File: src/rtl/counter_event_capture_pkg.sv
// Shared definitions for counter event records: tag codes, field widths and
// field offsets. Record layout is {tag, seq, count}, with count at bit 0.
// The seq and tag offsets are measured from the top of the count field.
package counter_event_capture_pkg;

    localparam int unsigned TAG_W = 2;
    localparam int unsigned SEQ_W = 2;
    localparam int unsigned HDR_W = TAG_W + SEQ_W;

    // Offsets of the header fields above the count field.
    localparam int unsigned SEQ_OFS = 0;
    localparam int unsigned TAG_OFS = SEQ_W;

    localparam logic [TAG_W-1:0] TAG_PULSE = 2'b01;
    localparam logic [TAG_W-1:0] TAG_OVF   = 2'b10;
    localparam logic [TAG_W-1:0] TAG_BOTH  = 2'b11;

    // Tag for a cycle's event inputs. Returns 2'b00 only when there is no
    // event, and such a tag is never written into a record.
    function automatic logic [TAG_W-1:0] event_tag(input logic pulse, input logic ovf);
        if (pulse && ovf) begin
            return TAG_BOTH;
        end else if (ovf) begin
            return TAG_OVF;
        end else if (pulse) begin
            return TAG_PULSE;
        end else begin
            return '0;
        end
    endfunction

endpackage

File: src/rtl/event_fifo.sv
// Synchronous show-ahead FIFO.
// Ports:
//   clk, rst   : clock, async active-high reset
//   clear      : synchronous flush; takes priority over push and pop
//   push/wdata : write request and data; accepted when not full, or when full
//                with a pop in the same cycle
//   pop        : remove the head entry; ignored when empty
//   rdata      : head entry, or zero when the FIFO is empty
//   full/empty : occupancy flags
//   level      : current occupancy, 0..DEPTH
module event_fifo #(
    parameter int unsigned WIDTH = 16,
    parameter int unsigned DEPTH = 8
) (
    input  logic                     clk,
    input  logic                     rst,
    input  logic                     clear,
    input  logic                     push,
    input  logic [WIDTH-1:0]         wdata,
    input  logic                     pop,
    output logic [WIDTH-1:0]         rdata,
    output logic                     full,
    output logic                     empty,
    output logic [$clog2(DEPTH):0]   level
);

    localparam int unsigned AW = $clog2(DEPTH);

    // Pointers carry one extra wrap bit to tell full from empty.
    logic [AW:0]       wr_ptr;
    logic [AW:0]       rd_ptr;
    logic [WIDTH-1:0]  mem [DEPTH];
    logic              do_push;
    logic              do_pop;

    assign empty   = (wr_ptr == rd_ptr);
    assign full    = ((wr_ptr ^ rd_ptr) == {1'b1, {AW{1'b0}}});
    assign level   = wr_ptr - rd_ptr;
    assign do_pop  = pop & ~empty;
    assign do_push = push & (~full | do_pop);

    // Head is forced to zero when empty so stale entries never leak out.
    assign rdata = empty ? '0 : mem[rd_ptr[AW-1:0]];

    // Pointer update.
    always_ff @(posedge clk or posedge rst) begin
        if (rst) begin
            wr_ptr <= '0;
            rd_ptr <= '0;
        end else if (clear) begin
            wr_ptr <= '0;
            rd_ptr <= '0;
        end else begin
            if (do_push) begin
                wr_ptr <= wr_ptr + (AW+1)'(1);
            end
            if (do_pop) begin
                rd_ptr <= rd_ptr + (AW+1)'(1);
            end
        end
    end

    // Storage; when full with a coincident pop, the write lands in the slot
    // being vacated, which is safe because the head is read before the edge.
    always_ff @(posedge clk) begin
        if (do_push && !clear) begin
            mem[wr_ptr[AW-1:0]] <= wdata;
        end
    end

endmodule

File: src/rtl/counter_event_capture.sv
// Captures pulse/overflow events from the counter host as tagged, sequenced,
// timestamped records, buffers them in a show-ahead FIFO and drains them
// through a valid/ready stream. Events lost to a full FIFO are counted.
// Ports:
//   clk, rst                     : clock, async active-high reset
//   capture_en                   : gate for event detection
//   clear                        : synchronous flush of FIFO, drop count, seq
//   count_in, pulse_in, overflow_in : host status sampled every cycle
//   evt_valid, evt_ready, evt_data : record stream {tag, seq, count}
//   fifo_level                   : FIFO occupancy
//   drop_count                   : saturating count of dropped events
module counter_event_capture
    import counter_event_capture_pkg::*;
#(
    parameter int unsigned COUNT_WIDTH = 12,
    parameter int unsigned DEPTH       = 8,
    parameter int unsigned DROP_WIDTH  = 8
) (
    input  logic                         clk,
    input  logic                         rst,
    input  logic                         capture_en,
    input  logic                         clear,
    input  logic [COUNT_WIDTH-1:0]       count_in,
    input  logic                         pulse_in,
    input  logic                         overflow_in,
    output logic                         evt_valid,
    input  logic                         evt_ready,
    output logic [COUNT_WIDTH+3:0]       evt_data,
    output logic [$clog2(DEPTH):0]       fifo_level,
    output logic [DROP_WIDTH-1:0]        drop_count
);

    localparam int unsigned REC_W = COUNT_WIDTH + HDR_W;

    logic              evt;
    logic              pop_fire;
    logic              drop;
    logic              fifo_full;
    logic              fifo_empty;
    logic [SEQ_W-1:0]  seq_q;
    logic [DROP_WIDTH-1:0] drop_q;
    logic [REC_W-1:0]  rec;

    assign evt       = capture_en & (pulse_in | overflow_in);
    assign evt_valid = ~fifo_empty;
    assign pop_fire  = evt_valid & evt_ready;
    // A full FIFO still takes the event if the head leaves in the same cycle.
    assign drop      = evt & fifo_full & ~pop_fire;
    assign drop_count = drop_q;

    // Record assembly from the current cycle's inputs and sequence number.
    always_comb begin
        rec = '0;
        rec[COUNT_WIDTH-1:0]                = count_in;
        rec[COUNT_WIDTH+SEQ_OFS +: SEQ_W]   = seq_q;
        rec[COUNT_WIDTH+TAG_OFS +: TAG_W]   = event_tag(pulse_in, overflow_in);
    end

    // Sequence advances on every event, accepted or dropped; drop count saturates.
    always_ff @(posedge clk or posedge rst) begin
        if (rst) begin
            seq_q  <= '0;
            drop_q <= '0;
        end else if (clear) begin
            seq_q  <= '0;
            drop_q <= '0;
        end else begin
            if (evt) begin
                seq_q <= seq_q + SEQ_W'(1);
            end
            if (drop && (drop_q != '1)) begin
                drop_q <= drop_q + DROP_WIDTH'(1);
            end
        end
    end

    event_fifo #(
        .WIDTH (REC_W),
        .DEPTH (DEPTH)
    ) u_fifo (
        .clk   (clk),
        .rst   (rst),
        .clear (clear),
        .push  (evt),
        .wdata (rec),
        .pop   (pop_fire),
        .rdata (evt_data),
        .full  (fifo_full),
        .empty (fifo_empty),
        .level (fifo_level)
    );

endmodule

File: config.mk
export PLATFORM = sky130hd
export DESIGN_NAME = counter_event_capture
export DESIGN_NICKNAME = d
export VERILOG_FILES = /design/src/rtl/counter_event_capture_pkg.sv /design/src/rtl/event_fifo.sv /design/src/rtl/counter_event_capture.sv
export SDC_FILE = /design/constraint.sdc
export NUM_CORES = 1
export LEC_CHECK = 0
export CORE_ASPECT_RATIO = 0.9
export CORE_UTILIZATION = 43
export DETAILED_ROUTE_END_ITERATION = 6
export GPL_ROUTABILITY_DRIVEN = 0
export HOLD_SLACK_MARGIN = 0.06
export PLACE_DENSITY = 0.67
export SYNTH_ARGS = -nofsm -noshare
export SYNTH_HDL_FRONTEND = slang
export SYNTH_SLANG_ARGS = --single-unit
File: constraint.sdc
create_clock -name clk -period 3.7 [get_ports clk]
set_clock_uncertainty 0.1 [all_clocks]
set_input_delay 0.74 -clock clk [delete_from_list [all_inputs] [get_ports clk]]
set_output_delay 0.74 -clock clk [all_outputs]
set_load 0.005 [all_outputs]
==> results.yml, run 1 <==
cells_and_area:
  final_core_util_pct: 54.72
  drive_gt1_share_pct: 19.91
  syn_to_final_growth_pct: 23.41
  fin_nets: 445
  diodes: 0
  num-fill-cells: 1034
  final_cells: 600
yosys:
  avgSynthCellArea_um2: 17.10
  synthArstFlopShare_pct: 12.33
  syn-cell-area_mm2: 0.005969
  ys_top_cells_by_area: "edfxtp_1, mux4_2, dfrtp_1"
  synth_cell_type_count: 35
  yosys_warnings: 0
  yosysTopAreaCell: "edfxtp_1"
  synth_nets: 375
  synthFlopType: "edfxtp_1"
  synth-edff-count: 128
  yosysSeqAreaShare_pct: 71.93
  synth.most_common_cell: "edfxtp_1"
  synthTopCellsByCount: "edfxtp_1, nand2_1, mux4_2"
  syn_inst: 349
  synth_top_area_share_pct: 64.39
  ys_seq_elements: 146
placement:
  place_inst: 568
  portBuffers: 47
  dp_hpwl_mm: 7.395
critical_path:
  regToRegStartpoint: "u_fifo.wr_ptr[1]"
  critPathArrivalTime_ps: 2610
  crit_start: "u_fifo.wr_ptr[1]"
  end_kind: "primary output"
  start_kind: "register"
  critical_path_class: "register to primary output"
  critical_path.max_fanout: 17
  cp.required_ps: 2860
power_and_ir_drop:
  p_per_area_mw_per_mm2: 564.9
  power.leakage_uw: 0.002488
  ir_drop_v: 0.0003312
  power_uw: 4162
sta:
  slew_violations: 0
  slew_headroom_pct: 50.62
  finalCriticalPeriod_ps: 3448
  tightest_slew_ps: 739.9
  setup_violations: 0
  finalHoldViolCount: 0
  rsz0062_at_grt: "no"
  final.period_utilization_pct: 93.18
  fmax_mhz: 290.1
  fin_tns_setup_ps: 0
clocking:
  cts_tree: "built"
  cts_max_level: 4
  worst_skew_pair.late_latency_ps: 410
  cts_sinks: 146
  postCtsResizedCells: 0
  cts.clk_slew.worst_paths_ps: 60
  cts_buffers: 17
  cts_root_buf: "clkbuf_16"
  cts-hold-fix-buffers: 0
  post_cts_buffers: 0
  cts_buffer_depth: 2
drt:
  drt_iter0_markers: 307
  wl_per_cell_um: 19.52
  first_pass_iters: 4
  ant_nets: 0
  routed_wl_mm: 11.71
  drt-vias-per-instance: 5.438
  drc: 0
  num_vias: 3263
hold_path:
  hp-start: "drop_count[5]"
  hold_path.class: "register to register"
floorplanning:
  dieArea_mm2: 0.01436
  ios: 48
  core_mm2: 0.01346
  die_y_um: 113.8
  start_util_pct: 44.34
  die-width_um: 126.2
  row_count: 40
global_route:
  grt_max_degree: 36
  grt-ovfl-total: 0
  grt_pass1_wl_mm: 18.75
  grt_pass1_vias: 3447
  antenna_found_initial: 0
  grt_usage_pct: 17.98
status:
  outcome: "complete, no violations"
run:
  maxCapViolCount: 0
final timing paths:
kind | depth (start not counted) | slack (ps) | end
min | 2 | 500 | drop_count[5]
max in group asynchronous | 2 | 2340 | u_fifo.rd_ptr[0]
min in group asynchronous | 2 | 650 | drop_count[1]
max | 6 | 250 | evt_data[14]
min reg2reg | 2 | 500 | drop_count[5]
max reg2reg | 7 | 1060 | u_fifo.mem[0][4]
placed cells by master (no fill, tap or decap), drive strengths merged:
| master | count |
|---|---|
| o211ai | 4 |
| bufinv | 3 |
| and3 | 2 |
| nor3 | 2 |
| edfxtp | 128 |
| a21oi | 24 |
| ha | 6 |
| o31ai | 4 |
| xor2 | 7 |
| nor2 | 19 |
| clkinv | 8 |
| mux2i | 3 |
| nand3 | 3 |
| nand2 | 38 |
| nand4b | 1 |
| and2 | 1 |
| or3 | 5 |
| buf | 21 |
| inv | 8 |
| o21a | 1 |
| mux4 | 32 |
| nor4b | 1 |
| fa | 1 |
| clkbuf | 18 |
| and4 | 1 |
| o41ai | 1 |
| nand2b | 4 |
| clkdlybuf4s50 | 47 |
| dfrtp | 18 |
| a21o | 1 |
| xnor2 | 5 |
| nand3b | 1 |
| clkinvlp | 2 |
| or4 | 4 |
| nand4 | 2 |
| o21ai | 6 |
kinds of logic after synthesis:
group / Yosys count / share of synthesized area, %
simple gates: 84 / 6.623
xor+xnor: 12 / 1.761
compound gates: 41 / 3.920
mux: 35 / 12.58
flops: 146 / 71.93
fa+ha+maj: 7 / 1.593
buf+inv: 24 / 1.593
area by class of cell:
type                            count  area (µm²)  share of cell area (%)
Clock inverter                     14       162.7                   2.208
Tap cell                          168       210.2                   2.853
Clock buffer                       18       429.2                   5.825
Sequential cell                   146        4295                   58.30
Inverter                            7       26.28                  0.3567
Timing Repair Buffer               68       653.1                   8.865
Multi-Input combinational cell    179        1590                   21.59
through the flow:
stage,setup WS [ps],cell area [µm²],hold slack [ps]
finish,252.4,7367,500.0
global route,41.96,7367,535.1
detailed placement,448.8,6775,475.5
floorplan,332.0,5979,457.8
global placement,509.9,6775,476.3
CTS,237.1,7367,493.7
layer usage:
metal	GRT usage, %	wire length (µm)
met5	0	0
met3	4.737	621
met1	24.29	5193
met4	6.185	92
met2	28.51	5804
critical path: stages, from the launching register on:
cell	delay [ps]
dfrtp_1	560
ha_1	330
nand3_1	150
nor2_1	70
buf_4	220
a21oi_1	290
clkdlybuf4s50_1	560
state kept, by name, summed over array words and instances, names as in the netlist:
name / flops
u_fifo.mem: 128
drop_count: 8
u_fifo.rd_ptr: 4
u_fifo.wr_ptr: 4
seq_q: 2
where the power goes:
group	internal, µW	total [µW]	switching (µW)
combinational	345	625	280
clock	1060	1700	642
sequential	1820	1840	17.8
total	3220	4160	940
(Power assumes the default switching activity.)
==> run 2: changes to the inputs <==
--- a/config.mk
+++ b/config.mk
@@ -5,6 +5,7 @@
 export SDC_FILE = /design/constraint.sdc
 export NUM_CORES = 1
 export LEC_CHECK = 0
+export CAP_MARGIN = 5
 export CORE_ASPECT_RATIO = 0.9
 export CORE_UTILIZATION = 43
 export DETAILED_ROUTE_END_ITERATION = 6
==> results of run 2 <==
No change in the layout: final DEF, timing and power equal those of run 1.
==> run 3: changes to the inputs <==
--- a/config.mk
+++ b/config.mk
@@ -10,8 +10,11 @@
 export CORE_UTILIZATION = 43
 export DETAILED_ROUTE_END_ITERATION = 6
 export GPL_ROUTABILITY_DRIVEN = 0
+export GPL_TIMING_DRIVEN = 0
 export HOLD_SLACK_MARGIN = 0.06
 export PLACE_DENSITY = 0.67
+export SKIP_CTS_REPAIR_TIMING = 1
+export SLEW_MARGIN = 0
 export SYNTH_ARGS = -nofsm -noshare
 export SYNTH_HDL_FRONTEND = slang
 export SYNTH_SLANG_ARGS = --single-unit
==> results.yml, run 3 (same netlist as run 1, synthesis figures left out) <==
cells_and_area:
  stdcell_area_mm2: 0.007466
  syn_to_final_growth_pct: 25.07
  largest_reg_flops: 128
  drive_gt1_share_pct: 22.65
  diodes: 0
  final_cells: 605
  fin_nets: 451
  layout_commonest_cell: "edfxtp_1"
  final_core_util_pct: 55.46
  layout_common_cells: "edfxtp_1, clkdlybuf4s50_1, nand2_1, mux4_2, a21oi_1"
sta:
  setup_violations: 0
  tightest_slew_ps: 935.2
  slew_headroom_pct: 37.45
  slew_violations: 0
  rsz0062_at_grt: "no"
  final.period_utilization_pct: 96.41
  finalHoldViolCount: 0
  whs_ps: 498.1
  finalCriticalPeriod_ps: 3567
  fmax_mhz: 280.3
  fin_tns_setup_ps: 0
clocking:
  cts_sinks: 146
  cts_root_buf: "clkbuf_16"
  cts_buffer_depth: 2
  cts.clk_slew.worst_paths_ps: 60
  cts_buffers: 17
  cts_max_level: 4
  cts_tree: "built"
  worst_skew_pair.late_latency_ps: 410
drt:
  drc: 0
  first_pass_iters: 4
  num_vias: 3364
  routed_wl_mm: 12.15
  ant_nets: 0
  drt_iter0_markers: 433
  wl_per_cell_um: 20.09
  drt-vias-per-instance: 5.560
power_and_ir_drop:
  sequentialPowerShare_pct: 43.9
  ir_drop_v: 0.0003326
  power.leakage_uw: 0.002493
  switching_share_pct: 23.00
  p_per_area_mw_per_mm2: 561.5
  p_int_uw: 3228
  p_sw_uw: 964.3
  clkPwrFrac_pct: 40.6
  p_comb_share_pct: 15.5
floorplanning:
  row_count: 40
  die_y_um: 113.8
  start_util_pct: 44.34
  dieArea_mm2: 0.01436
  die-width_um: 126.2
  core_mm2: 0.01346
  ios: 48
global_route:
  grt_usage_pct: 18.47
  grt_max_degree: 19
  grt_pass1_vias: 3473
  antenna_found_initial: 0
  grt_pass1_wl_mm: 19.22
  grt-ovfl-total: 0
placement:
  dp_hpwl_mm: 7.784
  placed_area_mm2: 0.006785
  place_inst: 571
  portBuffers: 47
critical_path:
  cpPeakStageDelay_ps: 530
  cpLargestDelayFamily: "buffers and inverters"
  critical_path.max_fanout: 10
  end_kind: "primary output"
  critical_path_class: "register to primary output"
  path_cells: "buf_6 > inv_1 > ha_1 > nand3_2 > nor2_4 > clkbuf_4 > a21oi_1 > clkdlybuf4s50_1"
  critPathArrivalTime_ps: 2730
  cp_slowest_cell: "clkdlybuf4s50_1"
  cp_num_buf_inv: 4
  cp.required_ps: 2860
  start_kind: "register"
status:
  outcome: "complete, no violations"
run:
  maxCapViolCount: 0
hold_path:
  hold_path.class: "register to register"
[run 3: cell types whose count changed in the layout (fill, tap and decap cells not counted), sizes merged]
cell | before | now
buf | 21 | 15
clkbuf | 18 | 29
clkinv | 8 | 9
inv | 8 | 7
[run 3: cell type report]
type / count / area (µm²)
Multi-Input combinational cell: 179 / 1647
Clock inverter: 14 / 165.2
Buffer: 15 / 86.33
Tap cell: 168 / 210.2
Timing Repair Buffer: 59 / 605.6
Fill cell: 1048 / 5997
Sequential cell: 146 / 4297
Inverter: 7 / 30.03
Clock buffer: 17 / 425.4
[run 3: tightest hold or removal path: cells and delay by family (launching register included)]
kind            cells  cell delay [ps]
flops               1              420
compound gates      2              140
[run 3: power by group through the flow]
stage	Combinational, µW	Clock (µW)	Sequential, µW
2_1_floorplan	355	0	1860
3_3_place_gp	621	0	1870
3_5_place_dp	636	0	1870
4_1_cts	642	1730	1840
5_1_grt	708	1800	1840
6_report	652	1700	1840
[run 3: metrics by stage]
stage	setup slack (ps)	power (µW)
after floorplan	332.0	2219
after global placement	-1172	2489
after global routing	15.93	4346
after detailed placement	-1198	2506
after CTS	-1684	4204
final	132.9	4192
[run 3: final timing paths]
| check | cells after the start | from | slack, ps | end |
|---|---|---|---|---|
| max | 8 | u_fifo.rd_ptr[1] | 130 | evt_data[13] |
| min | 2 | drop_count[7] | 500 | drop_count[7] |
| max reg2reg | 7 | u_fifo.rd_ptr[1] | 360 | u_fifo.mem[0][4] |
| min reg2reg | 2 | drop_count[7] | 500 | drop_count[7] |
| max in group asynchronous | 2 | rst | 2330 | u_fifo.rd_ptr[2] |
| min in group asynchronous | 2 | rst | 650 | u_fifo.wr_ptr[2] |
[run 3: metal layers]
metal	global-route usage (%)	up-vias	wire length [µm]
li1	-	1523	-
met1	26.24	1721	5606
met2	28.29	112	5783
met3	4.315	8	686
met4	6.265	0	76
met5	0	-	0
